--- config.mk ---
export PLATFORM = sky130hd
export DESIGN_NAME = mem_stage
export DESIGN_NICKNAME = d
export VERILOG_FILES = /design/src/rtl/cpu_types_pkg.sv /design/src/rtl/ll_sc_link.sv /design/src/rtl/mem_stage.sv
export SDC_FILE = /design/constraint.sdc
export NUM_CORES = 1
export LEC_CHECK = 0
export BUFFER_PORTS_ARGS = -buffer_cell sky130_fd_sc_hd__buf_2
export CORE_AREA = 2 2 150 152
export DETAILED_ROUTE_END_ITERATION = 12
export DIE_AREA = 0 0 152 154
export HOLD_SLACK_MARGIN = 0.15
export PLACE_DENSITY = 0.56
export SLEW_MARGIN = 20
export SYNTH_ARGS = -nofsm -noshare
export SYNTH_HDL_FRONTEND = slang
export SYNTH_SLANG_ARGS = --single-unit
--- constraint.sdc ---
create_clock -name CLK -period 2 [get_ports CLK]
set_input_delay 0.2 -clock CLK [delete_from_list [all_inputs] [get_ports CLK]]
set_output_delay 0.2 -clock CLK [all_outputs]
set_load 0.01 [all_outputs]
--- src/rtl/cpu_types_pkg.sv ---
// Shared CPU types: machine word, memory-stage FSM states and control-bit positions.
package cpu_types_pkg;

  typedef logic [31:0] word_t;

  typedef enum logic [1:0] {
    IDLE,
    WAIT,
    DONE
  } memstate_t;

  // MEMctrl bit positions
  localparam int MEM_RD  = 0;
  localparam int MEM_WR  = 1;
  localparam int MEM_BEQ = 2;
  localparam int MEM_BNE = 3;
  localparam int MEM_JMP = 4;

  // WBctrl bit positions
  localparam int WB_LINK = 2;

endpackage

--- src/rtl/ll_sc_link.sv ---
// LL/SC link register: remembers the last LL address until an SC, a matching
// snoop invalidation, or reset clears it.
module ll_sc_link
  import cpu_types_pkg::*;
(
  input  logic  i_clk,
  input  logic  i_rst_n,
  input  logic  i_set,
  input  logic  i_clr,
  input  word_t i_addr,
  input  logic  i_snoop_inv,
  input  word_t i_snoop_addr,
  input  word_t i_cmp_addr,
  output logic  o_link_match
);

  logic  r_valid;
  word_t r_addr;
  logic  w_valid_next;
  word_t w_addr_next;

  always_comb begin
    w_valid_next = r_valid;
    w_addr_next  = r_addr;
    if (i_set) begin
      w_valid_next = 1'b1;
      w_addr_next  = i_addr;
    end
    if (i_clr) begin
      w_valid_next = 1'b0;
    end
    // Compare against the post-update address so a snoop racing an LL to the same line wins.
    if (i_snoop_inv && (i_snoop_addr == w_addr_next)) begin
      w_valid_next = 1'b0;
    end
  end

  always_ff @(posedge i_clk or negedge i_rst_n) begin
    if (!i_rst_n) begin
      r_valid <= 1'b0;
      r_addr  <= '0;
    end else begin
      r_valid <= w_valid_next;
      r_addr  <= w_addr_next;
    end
  end

  assign o_link_match = r_valid && (r_addr == i_cmp_addr);

endmodule

--- src/rtl/mem_stage.sv ---
// Pipeline memory stage: dcache request sequencing, LL/SC, branch/jump
// resolution and the write-back payload for the MEM/WB latch.
module mem_stage
  import cpu_types_pkg::*;
#(
  parameter int unsigned MEMCTRL_W = 5,
  parameter int unsigned WBCTRL_W  = 4
) (
  input  logic                 CLK,
  input  logic                 nRST,
  input  logic                 ex_valid,
  input  word_t                aluout,
  input  word_t                store,
  input  word_t                baddr,
  input  word_t                jaddr,
  input  word_t                npc,
  input  logic                 zero,
  input  logic [4:0]           dest,
  input  logic [MEMCTRL_W-1:0] MEMctrl,
  input  logic [WBCTRL_W-1:0]  WBctrl,
  input  logic                 datomic,
  input  logic                 ihit,
  input  logic                 dhit,
  input  word_t                dmemload,
  input  logic                 snoop_inv,
  input  word_t                snoop_addr,
  output logic                 dmemREN,
  output logic                 dmemWEN,
  output word_t                dmemaddr,
  output word_t                dmemstore,
  output logic                 mem_stall,
  output logic                 redirect,
  output word_t                redirect_addr,
  output logic                 wb_valid,
  output word_t                wb_data,
  output logic [4:0]           wb_dest,
  output logic [WBCTRL_W-1:0]  wb_ctrl
);

  memstate_t r_state;
  memstate_t w_state_next;
  word_t     r_result;
  word_t     w_result_next;

  logic  w_memop;
  logic  w_sc_fail;
  logic  w_link_match;
  logic  w_ll_set;
  logic  w_sc_clr;
  logic  w_stall;
  logic  w_ren;
  logic  w_wen;
  word_t w_daddr;
  word_t w_dstore;
  logic  w_taken;
  logic  w_redirect;
  word_t w_redirect_addr;
  word_t w_wb_data;

  assign w_memop   = ex_valid & (MEMctrl[MEM_RD] | MEMctrl[MEM_WR]);
  assign w_sc_fail = w_memop & MEMctrl[MEM_WR] & datomic & ~w_link_match;

  ll_sc_link u_link (
    .i_clk        (CLK),
    .i_rst_n      (nRST),
    .i_set        (w_ll_set),
    .i_clr        (w_sc_clr),
    .i_addr       (aluout),
    .i_snoop_inv  (snoop_inv),
    .i_snoop_addr (snoop_addr),
    .i_cmp_addr   (aluout),
    .o_link_match (w_link_match)
  );

  always_ff @(posedge CLK or negedge nRST) begin
    if (!nRST) begin
      r_state  <= IDLE;
      r_result <= '0;
    end else begin
      r_state  <= w_state_next;
      r_result <= w_result_next;
    end
  end

  always_comb begin
    w_state_next  = r_state;
    w_result_next = r_result;
    w_stall       = 1'b0;
    w_ren         = 1'b0;
    w_wen         = 1'b0;
    w_daddr       = '0;
    w_dstore      = '0;
    w_ll_set      = 1'b0;
    w_sc_clr      = 1'b0;
    unique case (r_state)
      IDLE: begin
        if (w_sc_fail) begin
          // Failed SC never reaches the cache; it completes with result 0.
          w_stall       = 1'b1;
          w_result_next = '0;
          w_sc_clr      = 1'b1;
          w_state_next  = DONE;
        end else if (w_memop) begin
          w_stall      = 1'b1;
          w_state_next = WAIT;
        end
      end
      WAIT: begin
        w_stall  = 1'b1;
        w_ren    = MEMctrl[MEM_RD];
        w_wen    = MEMctrl[MEM_WR];
        w_daddr  = aluout;
        w_dstore = store;
        if (dhit) begin
          w_state_next = DONE;
          if (MEMctrl[MEM_RD]) begin
            w_result_next = dmemload;
            w_ll_set      = datomic;
          end else if (datomic) begin
            w_result_next = 32'd1;
            w_sc_clr      = 1'b1;
          end
        end
      end
      DONE: begin
        if (ihit) begin
          w_state_next = IDLE;
        end
      end
      default: begin
        w_state_next = IDLE;
      end
    endcase
  end

  assign w_taken    = (MEMctrl[MEM_BEQ] & zero) | (MEMctrl[MEM_BNE] & ~zero);
  assign w_redirect = ex_valid & (w_taken | MEMctrl[MEM_JMP]);

  always_comb begin
    w_redirect_addr = '0;
    if (w_redirect) begin
      w_redirect_addr = MEMctrl[MEM_JMP] ? jaddr : baddr;
    end
  end

  assign w_wb_data = WBctrl[WB_LINK] ? npc : (w_memop ? r_result : aluout);

  // Everything is forced low while reset is held, including pure passthroughs.
  assign dmemREN       = nRST & w_ren;
  assign dmemWEN       = nRST & w_wen;
  assign dmemaddr      = nRST ? w_daddr : '0;
  assign dmemstore     = nRST ? w_dstore : '0;
  assign mem_stall     = nRST & w_stall;
  assign redirect      = nRST & w_redirect;
  assign redirect_addr = nRST ? w_redirect_addr : '0;
  assign wb_valid      = nRST & ex_valid & ~w_stall;
  assign wb_data       = nRST ? w_wb_data : '0;
  assign wb_dest       = nRST ? dest : '0;
  assign wb_ctrl       = nRST ? WBctrl : '0;

endmodule
==> summary.md, run 1 <==
| Metric | Value |
|---|---|
| TritonCTS clock tree | done |
| Power Density | 833.1 nW/um^2 |
| EDFF count, synth | 0 |
| Pins Over Slew Limit | 0 |
| Post-layout min period | 2.279 ns |
| Synth top area share | 28.73% |
| Pleak | 5.432 nW |
| Worst Path Max Fanout | 10 |
| Seq pwr share | 26.8% |
| Placed cells | 1,510 |
| Hold depth | 3 |
| Critical Path RT | 2.27 ns |
| Residual DRC | 0 |
| Maxcap violations | 0 |
| GRT Total Usage | 21.54% |
| Pre-CTS setup slack | -0.2958 ns |
| Top area cells in the synthesized netlist | dfrtp_1 29%, and2_1 12%, mux2i_1 11%, nand2_1 7.7%, xor2_1 6.2% |
| Port bufs | 387 |
| Total Nets Final | 1,541 |
| IO Pins | 388 |
| Synthesized instance count | 794 |
| Multi-input gate area | 3875 um^2 |
| CTS max path bufs | 2 |
| Layout cells sized above 1 | 43.08% |
| RSZ-0062 raised after global routing | true |
| Root Buffer | clkbuf_16 |
| Outcome | finished, violations left |
| Initial Utilization | 26.91% |
| Router iterations before antenna repair | 6 |
| Wirelength per Cell | 16.80 um |
| Most frequent cell after synthesis | nand2_1 |
| Total power | 8.222 mW |
| Wirelength, routed | 26,620 um |
| Crit-path cells | xor2_1, nor4_2, nand3_1, nor4_4, nor2_2, a21oi_4, buf_4, buf_16, mux2i_1 |
| Crit path arrival time | 2.55 ns |
| Antenna-violating nets left | 0 |
| CP Capture Type | register |
| Clk Latency, worst-skew pair | 0.35 ns |
| Switching share of power | 38.66% |
| Number of global-route vias before repair | 6,909 |
| Layout filler cell count | 2,255 |
| Family with the most delay on the worst path | simple AND/OR/NAND/NOR gates |
| Setup crit start kind | register |
| CP max stage cell | dfrtp_1 |
| Hold path startpoint | aluout[27] |
| Synthesized flop and latch total | 67 |
| Internal power | 5.043 mW |
| First-pass GRT wire length | 39,050 um |
| Maximum vdd drop | 0.0004641 V |
| Synth cell types | 44 |
| Initial antenna violation count | 6 |
| Netlist Area Pre-Place | 5836 um^2 |
| Gr ovfl total | 0 |
| Min Hold Slack | 0.1612 ns |
| Synth Warn # | 0 |
| Fraction of registers with async set or reset after synthesis | 100.0% |
| Worst path bufs/invs | 2 |
| Fmax | 438.7 MHz |
| Synth cell count leaders | 119 x nand2_1, 111 x and2_1, 73 x nor2_1 |
| Layout Cells excl Fill | 1,584 |
| Final Hold Fails | 0 |
| CTS Sinks | 67 |
| Rows | 54 |
| CTS buffer count | 9 |
| Worst Tran Pin Value | 0.8730 ns |
| Worst Hold Class | input port to register |
| Ys flop type | dfrtp_1 |
| Setup Viol. Count Final | 35 |
| Failing checks | setup timing |
| Seq/Total Area, Yosys | 28.73% |
| Die area | 23,410 um^2 |
| Dpl hpwl | 20,860 um |
| Worst-case hold path end point | u_link.r_addr[27] |
| Worst Clk Skew | 0.008798 ns |
| Crit path setup slack, layout | -0.2795 ns |
| Clock share of power | 19.6% |
| Comb power frac | 53.6% |
| Layout area overhead | 69.13% |
| Synth Area per Inst | 7.350 um^2 |
| Final Cycle Share | 114.0% |
| Syn nets | 1,040 |
| Initial DRC count | 448 |
| Slew HR | 41.61% |
| Die width | 152 um |
| Largest net degree at the start of global routing | 66 |
| Core Util, Final | 45.51% |
| Register area | 1677 um^2 |
| Crit-path max cell delay | 0.39 ns |
| Final GP Congestion | 0.9457 |
| Reg-to-reg slack, setup | -0.28 ns |
| H-tree Lvls | 3 |
| Dominant cell type by area after synthesis | dfrtp_1 |
| Via/cell ratio | 4.571 |
| Clk slew on worst S/H paths | 0.06 ns |
| Die height | 154 um |
| Worst setup path class | register to register |
| R2R Path Start | u_link.r_addr[10] |
| Via count | 7,241 |
| R2r worst-path depth | 9 |
| NetSw | 3.179 mW |
| Core area | 21,690 um^2 |
| RR Endpoint | r_result[5] |
-- registers in the layout (all words and copies together) (netlist names) --
name,count
r_result,32
u_link.r_valid,1
u_link.r_addr,32
r_state,2
-- worst max path at each step --
stage                                 start      endpoint  slack [ns]  cells past startpoint
after floorplan           u_link.r_addr[18]  r_result[10]       0.002                      8
after global placement    u_link.r_addr[18]  r_result[14]       -0.25                      8
after detailed placement  u_link.r_addr[23]  r_result[13]       -0.30                      8
after CTS                 u_link.r_addr[23]  r_result[21]       -0.19                      9
after global routing      u_link.r_addr[10]  r_result[17]       -0.41                      9
final                     u_link.r_addr[10]   r_result[5]       -0.28                      9
-- cells by family (layout without fill, tap and decap cells) --
| group | after synthesis | in the layout | share of synthesized area [%] |
|---|---|---|---|
| AOI/OAI and AO/OA | 138 | 138 | 13.72 |
| xor gates and xnor gates | 50 | 50 | 7.504 |
| buffers and inverters | 110 | 616 | 7.762 |
| DFF | 67 | 67 | 28.73 |
| muxes | 71 | 71 | 12.29 |
| other | 0 | 4 | 0 |
| and+or+nand+nor | 358 | 358 | 30.00 |
-- stage by stage --
| step | setup TNS (ns) | instance area, um^2 |
|---|---|---|
| final | -7.922 | 9869 |
| after global routing | -12.44 | 9869 |
| after CTS | -5.600 | 9565 |
| after detailed placement | -8.177 | 8750 |
| after global placement | -7.247 | 8750 |
| after floorplan | 0 | 5843 |
-- worst min-delay path: stages --
cell and delay [ns]:
buf_2 0.13, nand2_1 0.06, nand2_1 0.07
-- area by class of cell --
class                   instances  share of cell area, %
multi-input cells             617                  39.26
repair buffers                539                  34.77
flip-flops and latches         67                  16.99
well taps                     280                  3.550
inverters                      61                  2.345
clock buffers                   9                  2.282
clock inverters                 7                 0.6973
diodes                          4                 0.1014
-- cell usage in the layout, fill, tap and decap left out, types with 7 or more instances in the layout --
master and count:
mux2i_1 65, clkbuf_16 12, and2_4 8, xnor2_1 9, buf_2 381, inv_1 60
buf_4 96, xor2_1 41, o22ai_1 11, nand2_1 117, buf_6 9, buf_12 11
nor2_1 72, o21ai_0 52, dfrtp_1 67, nand3_1 7, nor2b_1 8, nand2b_1 7
nor3_1 9, dlygate4sd3_1 36, a21oi_1 44, and2_1 103
-- per-layer routing --
metal	track usage (%)	routed length [um]	vias up
li1	-	-	3617
met1	25.56	10570	3310
met2	39.21	13830	278
met3	3.579	1601	36
met4	7.610	616	0
met5	0	0	-
-- power groups by stage --
stage          Clock (mW)  Combinational [mW]  Sequential [mW]
5_1_grt              1.71                4.79             2.27
3_5_place_dp            0                3.90             2.22
3_3_place_gp            0                3.89             2.20
6_report             1.61                4.41             2.21
4_1_cts              1.65                4.12             2.21
2_1_floorplan           0                2.05             2.23
-- timing repair --
item,CTS,global route
hold buffers,37,0
pin swaps,8,13
hold endpoints to repair,83,0
endpoints found under the setup margin,64,73
buffers inserted,5,8
gates cloned,1,4
resized for setup,19,34
(Power assumes the default switching activity.)
==> run 2: changes to the inputs <==
Settings changed: BUFFER_PORTS_ARGS -buffer_cell sky130_fd_sc_hd__buf_2 to unset, DONT_BUFFER_PORTS set to 1, PLACE_DENSITY 0.56 to 0.4.
==> summary.md, run 2 (synthesized netlist as in run 1, its figures left out) <==
| Metric | Value |
|---|---|
| Outcome | finished, violations left |
| Failing checks | setup timing |
| Final GP Congestion | 0.8414 (-11%) |
| Core area | 21,690 um^2 (unchanged) |
| Fmax | 433.9 MHz (-1.1%) |
| Layout Cells excl Fill | 1,176 (-26%) |
| Setup Viol. Count Final | 35 (unchanged) |
| Worst Path Max Fanout | 6 (-4) |
| Antenna-violating nets left | 0 (unchanged) |
| Clk slew on worst S/H paths | 0.07 ns (about the same) |
| Initial Utilization | 26.91% (unchanged) |
| Residual DRC | 0 (unchanged) |
| Via/cell ratio | 4.951 (+8.3%) |
| Number of global-route vias before repair | 5,662 (-18%) |
| Gr ovfl total | 0 (unchanged) |
| Via count | 5,822 (-20%) |
| Antenna cells | 0 (-4) |
| CTS Sinks | 67 (unchanged) |
| Most common cell after layout, fill and taps aside | nand2_1 |
| CTS buffer count | 9 (unchanged) |
| Crit path setup slack, layout | -0.3045 ns (-0.02503 ns) |
| Pleak | 3.569 nW (-34%) |
| Wirelength per Cell | 21.67 um (+29%) |
| Initial DRC count | 300 (-33%) |
| RSZ-0062 raised after global routing | true |
| Post-layout min period | 2.305 ns (+0.02503 ns) |
| Die area | 23,410 um^2 (unchanged) |
| Multi-input gate area | 3845 um^2 (-0.77%) |
| Most frequent cells in the layout | 118 x nand2_1, 111 x and2_1, 72 x nor2_1, 67 x dfrtp_1, 66 x mux2i_1 |
| Final Hold Fails | 0 (unchanged) |
| CP Capture Type | register |
| Router iterations before antenna repair | 6 (unchanged) |
| Setup crit start kind | register |
| Dpl hpwl | 18,550 um (-11%) |
| Clk Latency, worst-skew pair | 0.35 ns (about the same) |
| Maxcap violations | 0 (unchanged) |
| Wirelength, routed | 25,480 um (-4.3%) |
| Layout filler cell count | 2,327 (+3.2%) |
| Pins Over Slew Limit | 0 (unchanged) |
| Layout area overhead | 32.61% |
| Final Cycle Share | 115.2% (+1.3 points) |
| Register area | 1677 um^2 (unchanged) |
| Slew HR | 71.50% (+30 points) |
| CTS max path bufs | 2 (unchanged) |
| Placed cells | 1,082 (-28%) |
| Die width | 152 um (unchanged) |
| Crit path arrival time | 2.57 ns (+0.02 ns) |
| H-tree Lvls | 3 (unchanged) |
| Pre-CTS setup slack | -0.3414 ns (-0.04567 ns) |
| Worst Hold Class | input port to register |
| Largest net degree at the start of global routing | 68 (+3.0%) |
| Power Density | 961.9 nW/um^2 (+15%) |
| TritonCTS clock tree | done |
| Worst setup path class | register to register |
| GRT Total Usage | 20.67% (-0.87 points) |
| Total Nets Final | 1,137 (-26%) |
| Worst Clk Skew | 0.01113 ns (+0.002335 ns) |
| Maximum vdd drop | 0.0004259 V (-8.2%) |
| Critical Path RT | 2.27 ns (about the same) |
| Largest regs | r_result (32), u_link.r_addr (32), r_state (2) |
| Worst Tran Pin Value | 0.4156 ns (-0.4574 ns) |
| First-pass GRT wire length | 36,310 um (-7.0%) |
| Root Buffer | clkbuf_16 |
| Layout cells sized above 1 | 12.95% (-30 points) |
| Initial antenna violation count | 1 (-5) |
| Die height | 154 um (unchanged) |
| Port bufs | 0 (-100%) |
| Rows | 54 (unchanged) |
| IO Pins | 388 (unchanged) |
-- run 2: path summary, 6_finish.rpt --
check | from | end | slack, ns | cells after the start
worst max-delay path | u_link.r_addr[16] | r_result[26] | -0.30 | 10
worst min-delay path | aluout[15] | u_link.r_addr[15] | 0.16 | 3
worst max register to register | u_link.r_addr[16] | r_result[26] | -0.30 | 10
worst min register to register | r_result[0] | r_result[0] | 0.50 | 1
max in group asynchronous | nRST | r_result[31] | 1.28 | 2
min in group asynchronous | nRST | r_result[15] | 0.40 | 2
-- run 2: layout make-up --
| cell class | count | share of cell area (%) |
|---|---|---|
| timing repair buffer | 135 | 17.57 |
| multi-input combinational | 617 | 49.68 |
| sequential | 67 | 21.67 |
| tap | 280 | 4.527 |
| clock buffer | 10 | 2.959 |
| inverter | 61 | 2.959 |
| clock inverter | 6 | 0.6306 |
-- run 2: critical path, stage by stage, from the launching register on --
cell and delay [ns]:
dfrtp_1 0.40, xor2_1 0.18, nor4_1 0.29, buf_4 0.17, nand3_1 0.11, nor4_4 0.27
nor2_2 0.08, a21oi_4 0.20, buf_12 0.17, clkbuf_16 0.16, mux2i_1 0.18
-- run 2: repair_timing --
item	in CTS	in global routing
pin swaps	12	9
resized for setup	14	18
hold endpoints to repair	131	0
hold buffers	66	0
endpoints found under the setup margin	35	55
cloned	2	2
buffers inserted	5	5
-- run 2: metal layers --
| layer | GRT usage [%] | vias up | part of all wire [%] |
|---|---|---|---|
| met5 | 0 | - | 0 |
| met4 | 7.343 | 0 | 2.5 |
| met3 | 4.763 | 28 | 6.5 |
| met2 | 36.04 | 233 | 50 |
| met1 | 24.96 | 2765 | 41 |
| li1 | - | 2796 | - |
-- run 2: per-stage QoR --
step	TNS (ns)	util (%)	hold slack, ns	total power [mW]	area (um^2)
floorplan	0	-	-0.09559	4.278	5843
global placement	-9.706	29.75	-0.09333	5.381	6452
detailed placement	-10.19	29.75	-0.09318	5.369	6452
CTS	-8.527	34.87	0.1532	7.303	7564
global route	-12.08	35.68	0.1700	7.977	7739
finish	-9.008	35.68	0.1639	7.444	7739
-- run 2: power breakdown --
group	switching (mW)	internal (mW)
Sequential	0.309	1.90
Clock	0.709	0.852
Combinational	1.92	1.76
==> run 3: changes to the inputs <==
Settings changed: ABC_AREA set to 1, PLACE_DENSITY 0.4 to 0.41.
==> summary.md, run 3 <==
| Metric | Value |
|---|---|
| Initial DRC count | 488 (+63%) |
| R2R Path Start | r_state[1] |
| Clk Latency, worst-skew pair | 0.36 ns (about the same) |
| Total Nets Final | 1,435 (+26%) |
| CTS Sinks | 67 (unchanged) |
| Antenna-violating nets left | 0 (unchanged) |
| Most frequent cells in the layout | 346 x nand2_1, 196 x inv_1, 161 x nor2_1, 96 x a21oi_1, 67 x dfrtp_1 |
| Critical Path RT | 1.80 ns (-0.47 ns) |
| Synthesized instance count | 1,114 (+40%) |
| Total power | 7.547 mW (+1.4%) |
| Final Cycle Share | 95.96% (-19 points) |
| Worst Path Max Fanout | 28 (+22) |
| Fmax | 521.0 MHz (+20%) |
| CTS buffer count | 9 (unchanged) |
| Dominant cell type by area after synthesis | dfrtp_1 |
| Worst-case hold path end point | r_state[0] |
| Gr ovfl total | 0 (unchanged) |
| CP max stage cell | dfrtp_1 |
| H-tree Lvls | 3 (unchanged) |
| Pleak | 4.510 nW (+26%) |
| Number of global-route vias before repair | 6,398 (+13%) |
| Layout Cells excl Fill | 1,477 (+26%) |
| Synthesized flop and latch total | 67 (unchanged) |
| Port bufs | 0 (unchanged) |
| Syn nets | 1,360 (+31%) |
| Crit-path max cell delay | 0.40 ns (about the same) |
| Rows | 54 (unchanged) |
| Final GP Congestion | 0.8696 (+3.4%) |
| Fraction of registers with async set or reset after synthesis | 100.0% (unchanged) |
| Dpl hpwl | 21,250 um (+15%) |
| Die width | 152 um (unchanged) |
| Worst Tran Pin Value | 0.5657 ns (+0.1501 ns) |
| Slew HR | 62.29% (-9.2 points) |
| Placed cells | 1,389 (+28%) |
| Netlist Area Pre-Place | 6173 um^2 (+5.8%) |
| EDFF count, synth | 0 (unchanged) |
| Worst Clk Skew | 0.008615 ns (-0.002517 ns) |
| Ys flop type | dfrtp_1 |
| First-pass GRT wire length | 39,840 um (+9.7%) |
| Die area | 23,410 um^2 (unchanged) |
| Most common cell after layout, fill and taps aside | nand2_1 |
| Synth cell types | 30 (-32%) |
| TNS Setup | 0 ns (+9.008 ns) |
| Residual DRC | 0 (unchanged) |
| Final Hold Fails | 0 (unchanged) |
| Largest net degree at the start of global routing | 68 (unchanged) |
| Synth Warn # | 0 (unchanged) |
| Synth Area per Inst | 5.542 um^2 (-25%) |
| Router iterations before antenna repair | 5 (-1) |
| Reg-to-reg slack, setup | 0.15 ns (+0.45 ns) |
| Maxcap violations | 0 (unchanged) |
| Setup Viol. Count Final | 0 (-100%) |
| Clk slew on worst S/H paths | 0.06 ns (about the same) |
| Maximum vdd drop | 0.0003512 V (-18%) |
| Hold path startpoint | MEMctrl[1] |
| Initial Utilization | 28.46% (+1.6 points) |
| Top area cells in the synthesized netlist | dfrtp_1 27%, nand2_1 21%, inv_1 12%, nor2_1 10%, a21oi_1 7.8% |
| Synth top area share | 27.16% (-1.6 points) |
| Hold depth | 5 (+2) |
| Seq/Total Area, Yosys | 27.16% (-1.6 points) |
| Root Buffer | clkbuf_16 |
| Wirelength per Cell | 18.98 um (-12%) |
| Setup crit start kind | register |
| Core area | 21,690 um^2 (unchanged) |
| Die height | 154 um (unchanged) |
| Crit-path cells | buf_4, nor2_4, buf_6, nand2_4, clkbuf_16, nor2_1 |
| RR Endpoint | u_link.r_valid |
| Layout area overhead | 27.95% |
| Via count | 7,124 (+22%) |
| Largest regs | r_result (32), u_link.r_addr (32), r_state (2) |
| CP Capture Type | output port |
| Via/cell ratio | 4.823 (-2.6%) |
| Pre-CTS setup slack | 0.01100 ns (+0.3524 ns) |
| Worst Hold Class | input port to register |
| GRT Total Usage | 22.38% (+1.7 points) |
| Outcome | finished clean |
| Initial antenna violation count | 3 (+2) |
| Worst setup path class | register to output port |
| Family with the most delay on the worst path | buffers and inverters |
| Power Density | 955.5 nW/um^2 (-0.67%) |
| IO Pins | 388 (unchanged) |
| Synth cell count leaders | 347 x nand2_1, 196 x inv_1, 169 x nor2_1 |
| Worst path bufs/invs | 3 (unchanged) |
| TritonCTS clock tree | done |
| CTS max path bufs | 2 (unchanged) |
| Post-layout min period | 1.919 ns (-0.3852 ns) |
| Most frequent cell after synthesis | nand2_1 |
| Crit path setup slack, layout | 0.08070 ns (+0.3852 ns) |
| R2r worst-path depth | 14 (+4) |
| Pins Over Slew Limit | 0 (unchanged) |
| Layout cells sized above 1 | 9.213% (-3.7 points) |
| Crit path arrival time | 1.72 ns (-0.85 ns) |
| Wirelength, routed | 28,030 um (+10%) |
==> run 3: cell count changes after synthesis, sizes merged, moves of 36 or more <==
cell,change
nand2,+239
xor2,-36
inv,+137
nand3,+39
nand4,+38
nor2,+98
and2,-111
a21oi,+49
mux2i,-66
==> run 3: worst register-to-register path: cells and delay by family, from the launching register on <==
kind                   cells  cell delay [ns]
AND/OR/NAND/NOR           12             1.01
buffers and inverters      2             0.32
flip-flops                 1             0.40
==> run 3: cell families (layout without fill, tap and decap cells) <==
logic type / Yosys count / after routing / share of synthesized area [%]
compound gates: 150 / 150 / 12.46
xor+xnor: 15 / 15 / 2.128
buf+inv: 260 / 340 / 16.58
flops: 67 / 67 / 27.16
other cells: 0 / 3 / 0
simple gates: 622 / 622 / 41.67
==> run 3: final cells by class <==
| type | instances | area, um^2 |
|---|---|---|
| Clock buffer | 9 | 225.2 |
| Clock inverter | 7 | 83.83 |
| Inverter | 199 | 747.0 |
| Timing Repair Buffer | 125 | 1274 |
| Tap cell | 280 | 350.3 |
| Fill cell | 2435 | 13790 |
| Antenna cell | 3 | 7.507 |
| Multi-Input combinational cell | 787 | 3535 |
| Sequential cell | 67 | 1677 |
==> run 3: worst max-delay path by stage <==
stage / from / to / cells after the start
floorplan: r_state[1] / u_link.r_valid / 14
global placement: u_link.r_addr[26] / r_result[6] / 11
detailed placement: u_link.r_addr[26] / r_result[7] / 11
CTS: r_state[1] / dmemaddr[25] / 7
global route: u_link.r_addr[9] / r_result[7] / 14
finish: r_state[1] / dmemaddr[4] / 6
==> run 3: stage by stage <==
stage                     instance area (um^2)  utilization (%)  hold WS, ns
after floorplan                           6173                -     -0.09559
after global placement                    6794            31.33     -0.09273
after detailed placement                  6794            31.33     -0.09228
after CTS                                 7791            35.92       0.1521
after global routing                      7899            36.42       0.1975
final                                     7899            36.42       0.1706
==> run 3: repair_timing <==
action,CTS,global route
endpoints found under the hold margin,127,0
pin swaps,0,2
cloned,0,2
gates resized for setup,10,7
setup endpoints to repair,12,48
hold buffers,64,0
buffers inserted,0,3
==> run 3: power by group <==
| group | internal (mW) | switching, mW |
|---|---|---|
| combinational | 1.41 | 2.17 |
| clock | 0.988 | 0.723 |
| sequential | 1.88 | 0.380 |
==> run 3: metal layers <==
metal  share of wire (%)  global-route usage [%]  vias up
li1                    -                       -     3553
met1                  43                   28.94     3276
met2                  49                   37.52      275
met3                 6.6                   5.327       20
met4                 1.7                   5.919        0
met5                   0                       0        -
